**config.mk**
```make
export PLATFORM = sky130hd
export DESIGN_NAME = spi_master_shifter
export DESIGN_NICKNAME = d
export VERILOG_FILES = /design/src/rtl/spi_master_shifter.sv
export SDC_FILE = /design/constraint.sdc
export NUM_CORES = 1
export LEC_CHECK = 0
export ABC_AREA = 1
export CORE_MARGIN = 2
export CORE_UTILIZATION = 47
export DETAILED_ROUTE_END_ITERATION = 8
export GPL_TIMING_DRIVEN = 1
export PLACE_DENSITY = 0.8
export SYNTH_ARGS = -nofsm -noshare
export SYNTH_HDL_FRONTEND = slang
export SYNTH_SLANG_ARGS = --single-unit
```
**constraint.sdc**
```tcl
create_clock -name i_clk -period 1.5 [get_ports i_clk]
set_input_delay 0.225 -clock i_clk [delete_from_list [all_inputs] [get_ports i_clk]]
set_output_delay 0.225 -clock i_clk [all_outputs]
set_load 0.05 [all_outputs]
```
**src/rtl/spi_master_shifter.sv**
```systemverilog
// SPI mode-0 master shift engine. Pops words from a TX buffer, shifts them
// out MSB-first on MOSI while sampling MISO, and pushes each received word
// into an RX buffer. Chip select stays low across back-to-back words while
// TX data keeps coming. Assumes DWIDTH >= 2 and CLK_DIV >= 1.
module spi_master_shifter #(
  parameter int DWIDTH  = 8,
  parameter int CLK_DIV = 4
) (
  input  logic              i_clk,
  input  logic              i_rst_n,
  input  logic              i_en,
  input  logic              tx_empty,
  output logic              tx_ren,
  input  logic [DWIDTH-1:0] tx_data,
  input  logic              rx_full,
  output logic              rx_wen,
  output logic [DWIDTH-1:0] rx_data,
  output logic              o_sclk,
  output logic              o_mosi,
  input  logic              i_miso,
  output logic              o_cs_n,
  output logic              o_busy,
  output logic              o_rx_ovf
);

  localparam int DIVW = (CLK_DIV > 1) ? $clog2(CLK_DIV) : 1;
  localparam int BITW = (DWIDTH > 1) ? $clog2(DWIDTH) : 1;
  localparam logic [DIVW-1:0] DIV_LAST = DIVW'(CLK_DIV - 1);
  localparam logic [BITW-1:0] BIT_LAST = BITW'(DWIDTH - 1);

  typedef enum logic [2:0] {
    S_IDLE, S_FETCH, S_LOAD, S_SHIFT, S_DONE, S_HOLD
  } state_t;

  state_t            state_q;
  logic [DIVW-1:0]   div_q;     // SCLK half-period divider, also times HOLD
  logic [BITW-1:0]   bit_q;
  logic [DWIDTH-1:0] tx_sh_q;
  logic [DWIDTH-1:0] rx_sh_q;
  logic [DWIDTH-1:0] rx_data_q;
  logic              sclk_q;
  logic              mosi_q;
  logic              cs_n_q;

  logic div_tc;
  logic start_ok;

  assign div_tc   = (div_q == DIV_LAST);
  assign start_ok = i_en && !tx_empty;

  // Buffer strobes and the overflow pulse decode the registered state; all
  // three are forced low while reset is asserted.
  assign tx_ren   = i_rst_n && (state_q == S_FETCH) && !tx_empty;
  assign rx_wen   = i_rst_n && (state_q == S_DONE) && !rx_full;
  assign o_rx_ovf = i_rst_n && (state_q == S_DONE) && rx_full;
  assign o_busy   = (state_q != S_IDLE);
  assign o_sclk   = sclk_q;
  assign o_mosi   = mosi_q;
  assign o_cs_n   = cs_n_q;
  assign rx_data  = rx_data_q;

  // Transfer FSM: word fetch/load, SCLK generation, shifting, and CS hold-off.
  always_ff @(posedge i_clk) begin
    if (!i_rst_n) begin
      state_q   <= S_IDLE;
      div_q     <= '0;
      bit_q     <= '0;
      tx_sh_q   <= '0;
      rx_sh_q   <= '0;
      rx_data_q <= '0;
      sclk_q    <= 1'b0;
      mosi_q    <= 1'b0;
      cs_n_q    <= 1'b1;
    end else begin
      case (state_q)
        S_IDLE: begin
          cs_n_q <= 1'b1;
          sclk_q <= 1'b0;
          if (start_ok) state_q <= S_FETCH;
        end
        // tx_ren is high this cycle; the buffer presents the word in LOAD.
        S_FETCH: state_q <= S_LOAD;
        S_LOAD: begin
          tx_sh_q <= tx_data;
          mosi_q  <= tx_data[DWIDTH-1];
          cs_n_q  <= 1'b0;
          div_q   <= '0;
          bit_q   <= '0;
          rx_sh_q <= '0;
          state_q <= S_SHIFT;
        end
        S_SHIFT: begin
          if (div_tc) begin
            div_q <= '0;
            if (!sclk_q) begin
              // Rising edge: sample MISO.
              sclk_q  <= 1'b1;
              rx_sh_q <= {rx_sh_q[DWIDTH-2:0], i_miso};
            end else begin
              // Falling edge: either finish the word or present the next bit.
              sclk_q <= 1'b0;
              if (bit_q == BIT_LAST) begin
                rx_data_q <= rx_sh_q;
                state_q   <= S_DONE;
              end else begin
                tx_sh_q <= tx_sh_q << 1;
                mosi_q  <= tx_sh_q[DWIDTH-2];
                bit_q   <= bit_q + 1'b1;
              end
            end
          end else begin
            div_q <= div_q + 1'b1;
          end
        end
        S_DONE: begin
          // Chain straight into the next word with CS still low if possible.
          if (start_ok) begin
            state_q <= S_FETCH;
          end else begin
            div_q   <= '0;
            state_q <= S_HOLD;
          end
        end
        S_HOLD: begin
          if (div_tc) begin
            cs_n_q  <= 1'b1;
            state_q <= S_IDLE;
          end else begin
            div_q <= div_q + 1'b1;
          end
        end
        default: state_q <= S_IDLE;
      endcase
    end
  end

endmodule

```
# Word-level counts from Yosys, hierarchy flattened
# Index checks and enable logic that the tools add are counted.
[word_totals]
n_memories = 0
in_bits = 14
out_inout_bits = 15
ramBits = 0
wordCells = 79
latch_bits = 0
register_bits = 34
rom_bits = 0
[classes]
reduce_logical = 21
n_bitwise = 0
n_shift = 0
mux = 31
add_sub_neg = 2
n_lt_le_gt_ge = 0
n_mul = 0
div_mod_pow = 0
n_eq_ne = 16
[op_table]
columns = ["operator", "count"]
rows = [
  ["3-bit two-way mux", 9],
  ["7-bit two-way mux", 3],
  ["2-bit != test, second input constant", 9],
  ["3-bit one-hot mux with 6 select lines", 1],
  ["8-bit two-way mux", 2],
  ["8-bit one-hot mux with 2 select lines", 1],
  ["7-bit one-hot mux with 2 select lines", 1],
  ["3-bit equality test, second input constant", 3],
  ["2-bit one-hot mux with 4 select lines", 1],
  ["4-bit AND reduction", 2],
  ["3-bit by 2-bit equality test with 1-bit output, second input constant", 2],
  ["1-bit logical AND", 6],
  ["1-bit two-way mux", 6],
  ["2-bit two-way mux", 3],
  ["3-bit one-hot mux with 2 select lines", 1],
  ["3-bit AND reduction", 2],
  ["3-bit nonzero test", 2],
  ["5-bit AND reduction", 1],
  ["1-bit one-hot mux with 2 select lines", 2],
  ["2-bit AND reduction", 2],
  ["2-bit nonzero test", 2],
  ["4-bit nonzero test", 1],
  ["3-bit by 1-bit adder with 3-bit output, second input constant", 1],
  ["3-bit by 1-bit equality test with 1-bit output, second input constant", 1],
  ["other kinds (5)", 6],
]

# Longest topological paths before layout
[depth]
ltp_word = 5
mapped_depth = 9
mapped_depth_nobuf = 9

# Worst setup path after synthesis
# Ideal clock, no wire load.
[synth_path]
path_kind = "reg-to-output"
startpoint = "register state_q[2]"
endpoint = "output tx_ren"
required_ns = 1.275
stages_incl_launch_ff = 5
path_buffers = 1
arrival_time_ns = 1.652
path_slack_ns = -0.377
cell_sequence = "dfxtp_1 buf_6 inv_2 nand3_1 nor3_1"
[synth_between]
elab_chain_len = 3
[synth_rtl]
columns = ["item", "line", "text"]
rows = [
  ["from (decl)", "35", "state_t state_q;"],
  ["from (signal assigned)", "65", "state_q <= S_IDLE;"],
  ["from (signal assigned)", "79", "if (start_ok) state_q <= S_FETCH;"],
  ["from (signal assigned)", "82", "S_FETCH: state_q <= S_LOAD;"],
  ["3-bit by 1-bit equality test with 1-bit output", "53", "assign tx_ren = i_rst_n && (state_q == S_FETCH) && !tx_empty;"],
  ["1-bit logical AND (2 in series)", "53", ""],
  ["to (decl)", "13", "output logic tx_ren,"],
]
# Every way passes these cells.

# Worst setup path after layout
[layout_path]
startpoint = "register state_q[1]"
endpoint = "output o_rx_ovf"
[layout_between]
elab_chain_len = 3
[layout_rtl]
columns = ["item", "line", "text"]
rows = [
  ["3-bit equality test", "55", "assign o_rx_ovf = i_rst_n && (state_q == S_DONE) && rx_full;"],
  ["1-bit logical AND (2 in series)", "55", ""],
  ["to (decl)", "23", "output logic o_rx_ovf"],
]
# Every way passes these cells.

==> impl_results.html <==
<table>
<tr><th>Metric</th><th>Value</th></tr>
<tr><th colspan="2">Worst hold path</th></tr>
<tr><td>Hold Path Class</td><td>input pin to flip-flop</td></tr>
<tr><th colspan="2">Finish</th></tr>
<tr><td>Proportion of layout cells with a drive suffix above 1</td><td>31.47%</td></tr>
<tr><td>Final layout net count</td><td>303</td></tr>
<tr><td>Count of antenna diodes in the layout</td><td>0</td></tr>
<tr><td>Post-route non-filler standard cell count</td><td>332</td></tr>
<tr><td>Synth-to-Final Area Change</td><td>41.86%</td></tr>
<tr><th colspan="2">Power</th></tr>
<tr><td>Static leakage</td><td>1.033 nW</td></tr>
<tr><td>Logic gate share of total power</td><td>51.0%</td></tr>
<tr><td>Power Density</td><td>1678 mW/mm^2</td></tr>
<tr><td>Internal Dissipation</td><td>2.325 mW</td></tr>
<tr><td>Switching power as a share of total power</td><td>41.97%</td></tr>
<tr><td>Relative contribution of the clock network to total power</td><td>17.1%</td></tr>
<tr><td>Largest voltage drop on the vdd net</td><td>1146 uV</td></tr>
<tr><td>Portion of total power attributed to sequential cells</td><td>31.9%</td></tr>
<tr><td>Net switching power</td><td>1.682 mW</td></tr>
<tr><th colspan="2">Route</th></tr>
<tr><td>Number of DRC markers after the initial detailed-route iteration</td><td>61</td></tr>
<tr><td>Residual DRC</td><td>0</td></tr>
<tr><td>Average wire per cell in the routed design</td><td>12.26 um</td></tr>
<tr><td>Antenna viol nets, final</td><td>0</td></tr>
<tr><td>Drt total wl</td><td>4.071 mm</td></tr>
<tr><td>Post-detailed-route via-to-cell ratio</td><td>5.015</td></tr>
<tr><td>Drt first pass iters</td><td>4</td></tr>
<tr><td>Total via count in the routed design</td><td>1665</td></tr>
<tr><th colspan="2">Synthesis</th></tr>
<tr><td>Synthesized Nets</td><td>251</td></tr>
<tr><td>Post-synthesis adder-cell area fraction</td><td>2.230%</td></tr>
<tr><td>Fraction of synthesized cell area in xor and xnor cells</td><td>0%</td></tr>
<tr><td>Summed instance area of the synthesized netlist</td><td>0.001683 sq mm</td></tr>
<tr><td>Simple-gate portion of the synthesized area</td><td>34.72%</td></tr>
<tr><td>Number of library cell types mapped by synthesis</td><td>26</td></tr>
<tr><td>Average instance area after synthesis</td><td>7.192 sq um</td></tr>
<tr><td>Count of mapped cells out of synthesis</td><td>234</td></tr>
<tr><td>Dominant combinational cell family by area after synthesis</td><td>simple AND/OR/NAND/NOR gates</td></tr>
<tr><td>Compound-cell area share of the yosys netlist</td><td>13.68%</td></tr>
<tr><td>Sequential area share after synthesis</td><td>40.45%</td></tr>
<tr><td>Mux share of post-synthesis cell area</td><td>0%</td></tr>
<tr><td>Seq cells post-synth</td><td>34</td></tr>
<tr><td>Yosys synthesis warning count</td><td>0</td></tr>
<tr><th colspan="2">Setup path</th></tr>
<tr><td>Required time of the critical path</td><td>1270 ps</td></tr>
<tr><td>Critical Path AT</td><td>1280 ps</td></tr>
<tr><td>Nature of the critical path startpoint</td><td>flip-flop</td></tr>
<tr><td>Worst setup path category</td><td>flip-flop to output port</td></tr>
<tr><td>Maximum fanout along the worst path</td><td>5</td></tr>
<tr><td>Endpoint type of the worst setup path</td><td>output port</td></tr>
<tr><th colspan="2">Global routing</th></tr>
<tr><td>Global-route wire length before repair</td><td>6.396 mm</td></tr>
<tr><td>Pin count of the biggest net entering global routing</td><td>21</td></tr>
<tr><td>Global-route total usage across every layer</td><td>20.17%</td></tr>
<tr><td>Number of global-route vias before repair</td><td>1475</td></tr>
<tr><td>Overflow left after global routing</td><td>0</td></tr>
<tr><td>Initial antenna violation count</td><td>0</td></tr>
<tr><th colspan="2">Clocking</th></tr>
<tr><td>TritonCTS buffer count</td><td>5</td></tr>
<tr><td>CTS tree</td><td>done</td></tr>
<tr><td>CTS root buffer</td><td>sky130_fd_sc_hd__clkbuf_4</td></tr>
<tr><td>Clk_lat worst skew</td><td>340 ps</td></tr>
<tr><td>Total clock sinks</td><td>34</td></tr>
<tr><td>Clock Path Buffers</td><td>2</td></tr>
<tr><td>Number of H-tree branching levels</td><td>2</td></tr>
<tr><td>Clock-pin slew on the worst setup and hold paths</td><td>90 ps</td></tr>
<tr><th colspan="2">Floorplan</th></tr>
<tr><td>Initial core utilization</td><td>49.65%</td></tr>
<tr><td>Area of the die</td><td>0.004075 sq mm</td></tr>
<tr><td>Row cnt</td><td>21</td></tr>
<tr><td>Die Span X</td><td>63.84 um</td></tr>
<tr><td>Number of I/O pins</td><td>29</td></tr>
<tr><td>Chip height</td><td>63.84 um</td></tr>
<tr><td>Area of the core</td><td>0.003390 sq mm</td></tr>
<tr><th colspan="2">Placed design</th></tr>
<tr><td>Input/output buffers</td><td>28</td></tr>
<tr><td>Global placer's final weighted congestion</td><td>0.8758</td></tr>
<tr><td>Half-perimeter wire length after detailed placement</td><td>2.526 mm</td></tr>
<tr><td>Dpl cells</td><td>312</td></tr>
<tr><th colspan="2">STA</th></tr>
<tr><td>Worst setup margin</td><td>-0.5042 ps</td></tr>
<tr><td>Endpoints failing hold</td><td>0</td></tr>
<tr><td>Setup repair after global routing missed its margin</td><td>yes</td></tr>
<tr><td>Achievable Freq</td><td>0.6664 GHz</td></tr>
<tr><td>Actual transition at the worst max-transition pin</td><td>391.2 ps</td></tr>
<tr><td>Fin crit share</td><td>100.0%</td></tr>
<tr><td>Final setup violation count</td><td>1</td></tr>
<tr><td>Final Skew</td><td>6.060 ps</td></tr>
<tr><td>Max-slew headroom</td><td>73.84%</td></tr>
<tr><td>Post-route setup TNS</td><td>-0.5042 ps</td></tr>
<tr><td>Clock period minus final worst setup slack</td><td>1501 ps</td></tr>
<tr><td>Number of max-slew violations in the final report</td><td>0</td></tr>
<tr><th colspan="2">Job</th></tr>
<tr><td>Maximum Capacitance Violations</td><td>0</td></tr>
<tr><th colspan="2">Outcome</th></tr>
<tr><td>Result of the run</td><td>finished, violations left</td></tr>
<tr><td>Violated checks</td><td>setup timing</td></tr>
</table>
==> critical path, cell delays in order, from the launching register on <==
cell                      delay (ps)
sky130_fd_sc_hd__dfxtp_4         380
sky130_fd_sc_hd__nor2_4          180
sky130_fd_sc_hd__nand3_4         120
sky130_fd_sc_hd__nor2_4          110
sky130_fd_sc_hd__buf_12          140
==> metrics by stage <==
| step | worst slack [ps] | hold WS (ps) | power, mW | utilization [%] | instance area (sq um) |
|---|---|---|---|---|---|
| floorplan | -80.36 | 372.2 | 2.390 | - | 1689 |
| global placement | 20.88 | 444.3 | 2.876 | 61.46 | 2083 |
| detailed placement | 18.44 | 447.2 | 2.897 | 61.46 | 2083 |
| CTS | -6.493 | 450.7 | 3.789 | 66.81 | 2265 |
| global route | -85.75 | 386.0 | 4.250 | 70.43 | 2387 |
| finish | -0.5042 | 378.8 | 4.007 | 70.43 | 2387 |
==> synthesized netlist by cell type, drive strengths merged <==
library cell	n	area (sq um)
nor3	3	15.01
o21ai	19	106.4
o31ai	1	7.510
nand2	65	266.5
nor2	48	211.5
clkbuf	2	7.510
inv	21	78.82
o211ai	1	12.51
nand3b	1	7.510
a21oi	17	103.9
nand4	3	33.78
dfxtp	34	680.7
ha	3	37.54
buf	6	63.81
nand3	10	50.05
==> power by group through the flow <==
stage / clock network (mW) / registers [mW] / logic [mW]
after CTS: 0.704 / 1.26 / 1.82
after global routing: 0.743 / 1.30 / 2.20
after floorplan: 0 / 1.28 / 1.11
after global placement: 0 / 1.22 / 1.65
final: 0.687 / 1.28 / 2.04
after detailed placement: 0 / 1.23 / 1.67
==> placed cells by master (no fill, tap or decap), drive strengths merged <==
cell and count:
a21oi 17, clkdlybuf4s50 12, dlymetal6s2s 1, ha 3, dfxtp 34, nor3 3
o31ai 1, o21ai 19, bufinv 1, nor2 48, clkbuf 6, nand2 66
nand3b 1, o211ai 1, inv 21, buf 39, nand4 3, nand3 10
==> cells by family after synthesis <==
| family | count (synthesis) |
|---|---|
| fa+ha+maj | 3 |
| compound gates | 38 |
| buf+inv | 29 |
| simple gates | 130 |
| flops | 34 |
==> metal layers <==
layer	global-route usage [%]	share of wire [%]
met1	24.17	43
met2	33.07	49
met3	5.282	4.6
met4	10.33	3.3
met5	0	0
==> layout make-up <==
class,count,area (sq um)
fill,243,1002
timing repair buffer,52,495.5
inverter,21,93.84
clock inverter,1,30.03
sequential,34,696.9
clock buffer,6,51.30
tap,46,57.56
multi-input combinational,172,962.2
==> state kept, by name, indices dropped and copies added (netlist names) <==
register,count
bit_q,3
div_q,2
o_cs_n,1
o_mosi,1
o_sclk,1
rx_data,8
rx_sh_q,8
state_q,3
tx_sh_q,7
==> final timing paths <==
path                    from          to  slack [ps]  cells after the start
setup / recovery  state_q[1]    o_rx_ovf        -0.5                      4
hold / removal       i_rst_n      o_cs_n         380                      3
setup reg to reg  state_q[0]    bit_q[2]          40                      8
hold reg to reg   tx_sh_q[5]  tx_sh_q[5]         460                      2
==> what timing repair did <==
item	CTS	global route
gates resized for setup	21	20
hold buffers	0	0
endpoints found under the setup margin	4	27
pin swaps	3	13
gates cloned	0	1
setup buffers	6	7
Note: power is estimated with default switching activity, not from simulation.
